`config.mk`:
```
export PLATFORM = sky130hd
export DESIGN_NAME = mult_share_sched
export DESIGN_NICKNAME = d
export VERILOG_FILES = /design/src/rtl/mult_share_pkg.sv /design/src/rtl/rr_arbiter.sv /design/src/rtl/wallace_mul8.sv /design/src/rtl/mult_share_sched.sv
export SDC_FILE = /design/constraint.sdc
export NUM_CORES = 1
export LEC_CHECK = 0
export BUFFER_PORTS_ARGS = -buffer_cell sky130_fd_sc_hd__buf_2
export CAP_MARGIN = 20
export CORE_MARGIN = 3
export CORE_UTILIZATION = 35
export DETAILED_ROUTE_END_ITERATION = 6
export HOLD_SLACK_MARGIN = 0.05
export PLACE_DENSITY = 0.57
export SYNTH_ARGS = -nofsm -noshare
export SYNTH_HDL_FRONTEND = slang
export SYNTH_SLANG_ARGS = --single-unit
```
`constraint.sdc`:
```
create_clock -name clk -period 5.9 [get_ports clk]
set_input_delay 0.59 -clock clk [delete_from_list [all_inputs] [get_ports clk]]
set_output_delay 0.59 -clock clk [all_outputs]
set_load 0.1 [all_outputs]
```
`src/rtl/mult_share_pkg.sv`:
```
// Shared constants, pipeline stage record and round-robin pointer helper for mult_share_sched.
package mult_share_pkg;

  localparam int unsigned A_W = 8;
  localparam int unsigned P_W = 16;
  // Widest requester id (NREQ up to 8); narrower instances truncate.
  localparam int unsigned ID_MAXW = 3;

  typedef struct packed {
    logic               v;
    logic [A_W-1:0]     a;
    logic [A_W-1:0]     b;
    logic [ID_MAXW-1:0] id;
  } stage_t;

  // Pointer after granting `grant` among n requesters; an out-of-range grant leaves it unchanged.
  function automatic logic [ID_MAXW-1:0] rr_next(input logic [ID_MAXW-1:0] ptr,
                                                 input logic [ID_MAXW-1:0] grant,
                                                 input int unsigned n);
    if (32'(grant) >= n) return ptr;
    return (32'(grant) == n - 1) ? '0 : grant + ID_MAXW'(1);
  endfunction

endpackage

```
`src/rtl/rr_arbiter.sv`:
```
// Combinational round-robin arbiter: first requester at or above ptr, wrapping modulo NREQ.
module rr_arbiter #(
  parameter  int unsigned NREQ = 4,
  localparam int unsigned IDW  = $clog2(NREQ)
) (
  input  logic [NREQ-1:0] req,
  input  logic [IDW-1:0]  ptr,
  output logic [NREQ-1:0] grant_oh,
  output logic [IDW-1:0]  grant_idx,
  output logic            any
);

  int unsigned idx;

  always_comb begin
    grant_oh  = '0;
    grant_idx = '0;
    any       = 1'b0;
    idx       = 0;
    for (int unsigned k = 0; k < NREQ; k++) begin
      idx = (32'(ptr) + k) % NREQ;
      if (!any && req[idx]) begin
        any           = 1'b1;
        grant_idx     = IDW'(idx);
        grant_oh[idx] = 1'b1;
      end
    end
  end

endmodule

```
`src/rtl/wallace_mul8.sv`:
```
// Exact unsigned 8x8 multiplier: carry-save (Wallace) reduction of partial products, one final add.
module wallace_mul8
  import mult_share_pkg::*;
(
  input  logic [A_W-1:0] a,
  input  logic [A_W-1:0] b,
  output logic [P_W-1:0] p,
  output logic           cout
);

  localparam int unsigned W = P_W + 1;
  typedef logic [W-1:0] word_t;

  // 3:2 compressor over whole words; returns {carry, sum}.
  function automatic logic [2*W-1:0] csa(input word_t x, input word_t y, input word_t z);
    word_t s, c;
    s = x ^ y ^ z;
    c = ((x & y) | (x & z) | (y & z)) << 1;
    return {c, s};
  endfunction

  word_t pp [A_W];
  word_t s0, c0, s1, c1, s2, c2, s3, c3, s4, c4, s5, c5;

  always_comb begin
    for (int unsigned i = 0; i < A_W; i++) begin
      pp[i] = b[i] ? (W'(a) << i) : '0;
    end
    // 8 -> 6 -> 4 -> 3 -> 2 operands
    {c0, s0} = csa(pp[0], pp[1], pp[2]);
    {c1, s1} = csa(pp[3], pp[4], pp[5]);
    {c2, s2} = csa(s0, c0, s1);
    {c3, s3} = csa(c1, pp[6], pp[7]);
    {c4, s4} = csa(s2, c2, s3);
    {c5, s5} = csa(s4, c4, c3);
    {cout, p} = s5 + c5;
  end

endmodule

```
`src/rtl/mult_share_sched.sv`:
```
// Shares one 8x8 multiplier among NREQ requesters: round-robin grant, 2-stage valid/ready pipeline.
module mult_share_sched
  import mult_share_pkg::*;
#(
  parameter  int unsigned NREQ = 4,
  parameter  int unsigned CNTW = 16,
  localparam int unsigned IDW  = $clog2(NREQ)
) (
  input  logic                clk,
  input  logic                rst_n,
  input  logic [NREQ-1:0]     req_valid,
  input  logic [8*NREQ-1:0]   req_a,
  input  logic [8*NREQ-1:0]   req_b,
  output logic [NREQ-1:0]     req_ready,
  output logic                rsp_valid,
  output logic [P_W-1:0]      rsp_data,
  output logic [IDW-1:0]      rsp_id,
  input  logic                rsp_ready,
  output logic [CNTW-1:0]     ops_cnt
);

  logic [IDW-1:0]  ptr_q;
  logic [NREQ-1:0] grant_oh;
  logic [IDW-1:0]  grant_idx;
  logic            any;
  logic            s1_adv, s2_adv, accept;
  stage_t          s1_q, s1_d;
  logic [P_W-1:0]  mul_p;
  logic [CNTW-1:0] ops_cnt_q;

  rr_arbiter #(
    .NREQ(NREQ)
  ) u_arb (
    .req      (req_valid),
    .ptr      (ptr_q),
    .grant_oh (grant_oh),
    .grant_idx(grant_idx),
    .any      (any)
  );

  assign s2_adv    = !rsp_valid | rsp_ready;
  assign s1_adv    = !s1_q.v | s2_adv;
  assign accept    = any & s1_adv;
  assign req_ready = accept ? grant_oh : '0;
  assign ops_cnt   = ops_cnt_q;

  always_comb begin
    s1_d = s1_q;
    if (s1_adv) begin
      s1_d.v = accept;
      if (accept) begin
        s1_d.a  = req_a[A_W*grant_idx +: A_W];
        s1_d.b  = req_b[A_W*grant_idx +: A_W];
        s1_d.id = ID_MAXW'(grant_idx);
      end
    end
  end

  // Carry-out is always zero for an exact 8x8 product.
  wallace_mul8 u_mul (
    .a   (s1_q.a),
    .b   (s1_q.b),
    .p   (mul_p),
    .cout()
  );

  always_ff @(posedge clk or negedge rst_n) begin
    if (!rst_n) begin
      s1_q      <= '0;
      rsp_valid <= 1'b0;
      rsp_data  <= '0;
      rsp_id    <= '0;
      ptr_q     <= '0;
      ops_cnt_q <= '0;
    end else begin
      s1_q <= s1_d;
      if (s2_adv) begin
        rsp_valid <= s1_q.v;
        if (s1_q.v) begin
          rsp_data <= mul_p;
          rsp_id   <= IDW'(s1_q.id);
        end
      end
      if (accept) begin
        ptr_q <= IDW'(rr_next(ID_MAXW'(ptr_q), ID_MAXW'(grant_idx), NREQ));
      end
      if (rsp_valid && rsp_ready) begin
        ops_cnt_q <= ops_cnt_q + CNTW'(1);
      end
    end
  end

endmodule
```
**Word level (Yosys, flattened, before mapping)**

Index checks and enable logic that the tools add are counted.

- Logic and storage cells: 127
- Output and inout port bits: 39
- Bits in registers: 56
- Input port bits: 71

- Reductions and logical operators: 15
- $add $sub $neg: 6
- Bitwise operators: 48
- Shift-type cells: 2
- Eq/ne operators: 1
- $lt $le $gt $ge: 8
- Mux-type cells: 38

Operators by type and width:

| operator | count |
|---|---|
| bitwise OR 15 bit | 12 |
| AND 15 bit | 10 |
| XOR 16 bit | 6 |
| indexed part select 32 x 6 -> 8 bit | 2 |
| two-way mux 4 bit | 5 |
| adder 16 x 1 -> 16 bit, second input constant | 1 |
| adder 16 bit | 1 |
| XOR 16 x 10 -> 16 bit | 1 |
| XOR 16 x 14 -> 16 bit | 1 |
| XOR 16 x 15 -> 16 bit | 1 |
| AND 14 x 15 -> 15 bit | 1 |
| AND 15 x 14 -> 15 bit | 1 |
| two-way mux 15 bit | 1 |
| two-way mux 14 bit | 1 |
| AND 11 x 13 -> 13 bit | 1 |
| AND 12 x 13 -> 13 bit | 1 |
| two-way mux 13 bit | 1 |
| XOR 12 x 13 -> 13 bit | 1 |
| AND 11 x 12 -> 12 bit | 1 |
| less-than comparator 2 x 3 -> 1 bit, second input constant | 4 |
| two-way mux 1 bit | 12 |
| two-way mux 12 bit | 1 |
| bitwise OR 4 bit | 3 |
| XOR 11 x 12 -> 12 bit | 1 |
| 20 further kinds | 48 |

**Longest topological paths before layout**

- Depth after elaboration: 14
- Gate-level depth with buffers: 16
- Mapped depth without buffers: 15

**Cells and area by module**

From an unflattened synthesis, not the netlist that was laid out.

- Cells, all modules: 417
- Area total of the unflattened synthesis: 4882.2 um^2

Modules (own cells, without submodules):

| module | sequential area each (um^2) | instances | area each (um^2) | cells an instance |
|---|---|---|---|---|
| mult_share_sched | 1401.3 | 1 | 2632.5 | 171 |
| wallace_mul8 | 0.0 | 1 | 1828.0 | 201 |
| rr_arbiter | 0.0 | 1 | 421.7 | 45 |

**Worst setup path before layout**

No wires, ideal clock.

- Path type: register to register
- Start point: register s1_q[15] (netlist name)
- End point: register rsp_data[15]
- Setup time: 0.134 ns
- Clock period less this slack: 4.211 ns
- Arrival: 4.077 ns
- Slack: 1.689 ns
- Data required time: 5.766 ns
- Buffers on the path: 1
- Cell stages (with the launch flop): 16
- Cell sequence: dfrtp_1 -> clkbuf_1 -> and2_1 -> fa_1 -> inv_1 -> fa_1 -> fa_1 -> fa_1 -> inv_1 -> ha_1 -> a21o_1 -> a21oi_1 -> o21ai_0 -> a211oi_1 -> xor2_1 -> o21ai_0

- Cells in the longest elaborated chain, start to end: 14
- Elaborated cells on any way between the ends: 51
- Those cells by class: add/sub (1); mux (8); bitwise (42)

RTL lines:

| what | RTL line | source |
|---|---|---|
| start: declaration | mult_share_sched.sv:27 | `stage_t s1_q, s1_d;` |
| start signal: assignment | mult_share_sched.sv:69 | `s1_q <= '0;` |
| start signal: assignment | mult_share_sched.sv:76 | `s1_q <= s1_d;` |
| two-way mux 8 bit, or another cell as far along | wallace_mul8.sv:27 | `pp[i] = b[i] ? (W'(a) << i) : '0;` |
| AND 8 x 9 -> 9 bit / AND 8 x 10 -> 10 bit (equally long branches) | wallace_mul8.sv:18 | `c = ((x & y) \| (x & z) \| (y & z)) << 1;` |
| bitwise OR 15 bit (2 in series) | wallace_mul8.sv:18 |  |
| AND 15 bit | wallace_mul8.sv:18 |  |
| bitwise OR 15 bit (2 in series) | wallace_mul8.sv:18 |  |
| AND 15 bit | wallace_mul8.sv:18 |  |
| bitwise OR 15 bit (2 in series) | wallace_mul8.sv:18 |  |
| AND 15 bit | wallace_mul8.sv:18 |  |
| bitwise OR 15 bit (2 in series) | wallace_mul8.sv:18 |  |
| adder 16 bit (*) | wallace_mul8.sv:36 | `{cout, p} = s5 + c5;` |
| end signal: assignment | mult_share_sched.sv:80 | `rsp_data <= mul_p;` |
| end: declaration | mult_share_sched.sv:16 | `output logic [P_W-1:0] rsp_data,` |

Mark *: on every way between the ends. The rest lies on a longest branch, timed or not.
A chain may end at the register's enable or synchronous reset.

**Worst setup path after layout**

- Start point: register s1_q[6] (netlist name)
- End point: register rsp_data[15]

- Cells in the longest elaborated chain, start to end: 13
- Elaborated cells on any way between the ends: 33
- Those cells by class: add/sub (1); mux (1); bitwise (31)

RTL lines:

| what | RTL line | source |
|---|---|---|
| two-way mux 11 bit (*) | wallace_mul8.sv:27 |  |
| XOR 11 x 12 -> 12 bit, or another cell as far along | wallace_mul8.sv:17 | `s = x ^ y ^ z;` |
| XOR 12 x 13 -> 13 bit / bitwise OR 15 bit (equally long branches) | wallace_mul8.sv:17, wallace_mul8.sv:18 |  |
| AND 15 bit / bitwise OR 15 bit (equally long branches) | wallace_mul8.sv:18 |  |
| bitwise OR 15 bit / XOR 16 x 14 -> 16 bit (equally long branches) | wallace_mul8.sv:18, wallace_mul8.sv:17 |  |
| bitwise OR 15 bit / XOR 16 x 15 -> 16 bit (equally long branches) | wallace_mul8.sv:18, wallace_mul8.sv:17 |  |
| AND 15 bit | wallace_mul8.sv:18 |  |
| bitwise OR 15 bit (2 in series) | wallace_mul8.sv:18 |  |
| AND 15 bit | wallace_mul8.sv:18 |  |
| bitwise OR 15 bit (2 in series) | wallace_mul8.sv:18 |  |
| adder 16 bit (*) | wallace_mul8.sv:36 |  |

Marks and branches as above.

==> summary.md <==
| Metric | Value |
|---|---|
| RSZ-0062 raised after global routing | false |
| FMAX | between 200 and 250 MHz |
| Final worst-path cycle share | approximately three quarters |
| Pre-antenna DRT Iters | 4 |
| Clk buf depth | 2 |
| Endpoint class of the critical path | flop |
| Minimum clock period | roughly 4.5 ns |
| Area after DPL | between 5000 and 6000 µm² |
| Largest net degree at the start of global routing | 57 |
| Placeable Area | 13,400 µm² |
| CTS tree | built |
| Post-synth ARST share | 100% |
| Drc violations | 0 |
| Synth Warn # | 0 |
| Layout Skew | around 0.0079 ns |
| Post-CTS resize count | 0 |
| Vias per inst | around 4.9 |
| Max-Cap Viols | 0 |
| Vias after detailed routing | about 3,700 |
| Share of layout cells above drive strength 1 | between 20% and 30% |
| Startpoint Class | flop |
| Sequential area share after synthesis | between 20% and 30% |
| Ant. Diodes | 0 |
| CP required | 6.05 ns |
| Final instance area | approximately 5700 µm² |
| Total grt overflow | 0 |
| Total Routing Usage GR | between 10% and 20% |
| Row cnt | 42 |
| Critical Path AT | 4.65 ns |
| Netlist cell types | 45 |
| Vias in the first global route | roughly 3,800 |
| FF+latch count, synth | 56 |
| Slowest-stage cell, CP | fa_1 |
| Hold_buf cts | 0 |
| Root Driver | clkbuf_16 |
| Run status | finished clean |
| Crit-path cells | and2_1, fa_1, inv_1, fa_1, inv_1, fa_1, ha_1, ha_1, fa_1, a21o_1, a21oi_1, o21ai_0, a211oi_1, xor2_1, o21ai_0 |
| Port bufs | ~110 |
| Mapped Area | approximately 4900 µm² |
| CTS clk-pin slew, worst paths | approximately 0.070 ns |
| Most frequent CP cell | fa_1 |
| Setup TNS | 0 ns |
| Worst-margin pin slew | between 0.9 and 1 ns |
| CP max stage delay | between 0.5 and 0.6 ns |
| Fin nets | 720 |
| GPL Wtd Cong | 0.836 |
| Dpl hpwl | 8760 µm |
| Die Y-Extent | ~120 µm |
| Post-route ant nets | 0 |
| EDFF count, synth | 0 |
| DR iter-0 viols | ~170 |
| DP Worst Slack | approximately 1.4 ns |
| Final setup vio count | 0 |
| Fin. Hold Viols | 0 |
| Worst R2R Start | s1_q[6]$_DFFE_PN0P_ |
| Avg Inst Size Synth | a little over 10 µm² |
| Post-synth net total | a little over 600 |
| Crit. Startpoint | s1_q[6]$_DFFE_PN0P_ |
| Drt total wl | 11,000 µm |
| CP Max Fanout | 9 |
| Fillers | about 1,400 |
| Syn Inst Count | 478 |
| Final worst setup slack | 1.39 ns |
| CTS sink count | between 50 and 60 |
| Initial core utilization | 36.3% |
| Max Slew Vio Count | 0 |
| Initial antenna violation count | 0 |
| Primary FF master, synth | dfrtp_1 |
| First-pass GRT wire length | between 15,000 and 20,000 µm |
| Die area | ~15,000 µm² |
| Synthesis-to-layout area growth | 16.4% |
| HP Class | in -> async |
| Cell count of the worst reg-to-reg path | 15 |
| WS Path Type | reg -> reg |
| Worst slew margin | 36.1% |
| CTS H-Tree Depth | 2 |
| Die W | about 120 µm |
| Area of the multi-input gates | around 3200 µm² |
| Num CTS Buffers | 5 |
| Io pins | 110 |
| Post-CTS Setup Bufs | 0 |
| Later-pin clock latency in the skew report | between 0.3 and 0.4 ns |
| Routed len/inst | 14.6 µm |
| Register area | 1400 µm² |
[final timing paths]
check | slack, ns | endpoint
setup / recovery | 1.39 | rsp_data[15]$_DFFE_PN0P_
hold / removal | 0.40 | rsp_data[14]$_DFFE_PN0P_
setup reg to reg | 1.39 | rsp_data[15]$_DFFE_PN0P_
hold reg to reg | 0.47 | ops_cnt[15]$_DFFE_PN0P_
max in group asynchronous | 4.98 | rsp_valid$_DFFE_PN0P_
min in group clk | 0.47 | ops_cnt[15]$_DFFE_PN0P_
[state kept, by name, summed over array words and instances (netlist names), named ones only]
name,flops
rsp_id,2
s1_q,19
rsp_valid,1
ptr_q,1
ops_cnt,16
rsp_data,16
[metal layers]
layer  global-route usage, %  wire length [µm]  up-vias  share of wire, %
met1                    21.7              5080     1811                46
met5                       0                 0        -                 0
met3                    2.13               380       10               3.5
met4                    4.43               142        0               1.3
li1                        -                 -     1815                 -
met2                    23.6              5380       79                49
[cell usage in the layout, fill, tap and decap left out, types with 3 or more instances in the layout]
cell type  Yosys  layout
buf_2          4     109
nand2_1       59      59
dfrtp_1       56      56
and2_1        46      46
inv_1         39      39
fa_1          39      39
mux2i_1       37      37
ha_1          34      34
nor2_1        17      17
o21ai_0       17      17
o221ai_1      16      16
xnor2_1       14      14
xor2_1        11      11
mux2_2         9       9
nand3_1        7       7
a21oi_1        6       6
a21o_1         6       6
nand4_1        5       5
clkbuf_16      0       5
a22oi_1        4       4
a221oi_1       4       4
nor3_1         4       4
nand3b_1       3       3
[metrics by stage]
stage / utilization, % / cells / hold slack, ns
2_1_floorplan: - / 478 / 0.294
6_report: 42.2 / 753 / 0.396
5_1_grt: 42.2 / 753 / 0.501
4_1_cts: 42.2 / 753 / 0.462
3_3_place_gp: 41.1 / 745 / 0.455
3_5_place_dp: 41.1 / 745 / 0.466
[cells in the mapped netlist, types with 3 or more instances]
cell type | count | area [µm²]
fa_1 | 39 | 781
o21ai_0 | 17 | 85.1
xnor2_1 | 14 | 123
buf_12 | 3 | 60.1
nand3b_1 | 3 | 22.5
nand4_1 | 5 | 31.3
o221ai_1 | 16 | 140
mux2i_1 | 37 | 370
and2_1 | 46 | 288
nor3_1 | 4 | 20.0
dfrtp_1 | 56 | 1400
a221oi_1 | 4 | 35.0
nor2_1 | 17 | 63.8
a22oi_1 | 4 | 30.0
a21oi_1 | 6 | 30.0
mux2_2 | 9 | 101
buf_2 | 4 | 20.0
nand2_1 | 59 | 221
ha_1 | 34 | 425
clkbuf_1 | 11 | 41.3
xor2_1 | 11 | 96.3
a21o_1 | 6 | 45.0
nand3_1 | 7 | 35.0
inv_1 | 39 | 146
[worst max-delay path: cells and delay by family, from the launching register on]
kind | cells | cell delay (ns)
fa+ha+maj | 6 | 2.41
compound gates | 5 | 0.97
flops | 1 | 0.47
simple gates | 1 | 0.21
xor+xnor | 1 | 0.16
buf+inv | 2 | 0.11
[cells by family after synthesis]
family                   share of synthesized area, %
AO/OA/AOI/OAI                                    9.25
multiplexers                                     10.6
buffers and inverters                            5.97
XOR/XNOR                                         4.51
flip-flops                                       28.8
AND/OR/NAND/NOR                                  16.0
adder cells (fa/ha/maj)                          24.8
[final cells by class]
type,instances,area share (%)
clock inverter,3,0.443
tap,176,3.90
sequential,56,24.8
clock buffer,5,2.21
multi-input combinational,363,56.2
inverter,39,2.59
timing repair buffer,111,9.92
Power is not shown: default switching activity piles up to over one toggle a cycle in this logic, so the estimate is an artifact.
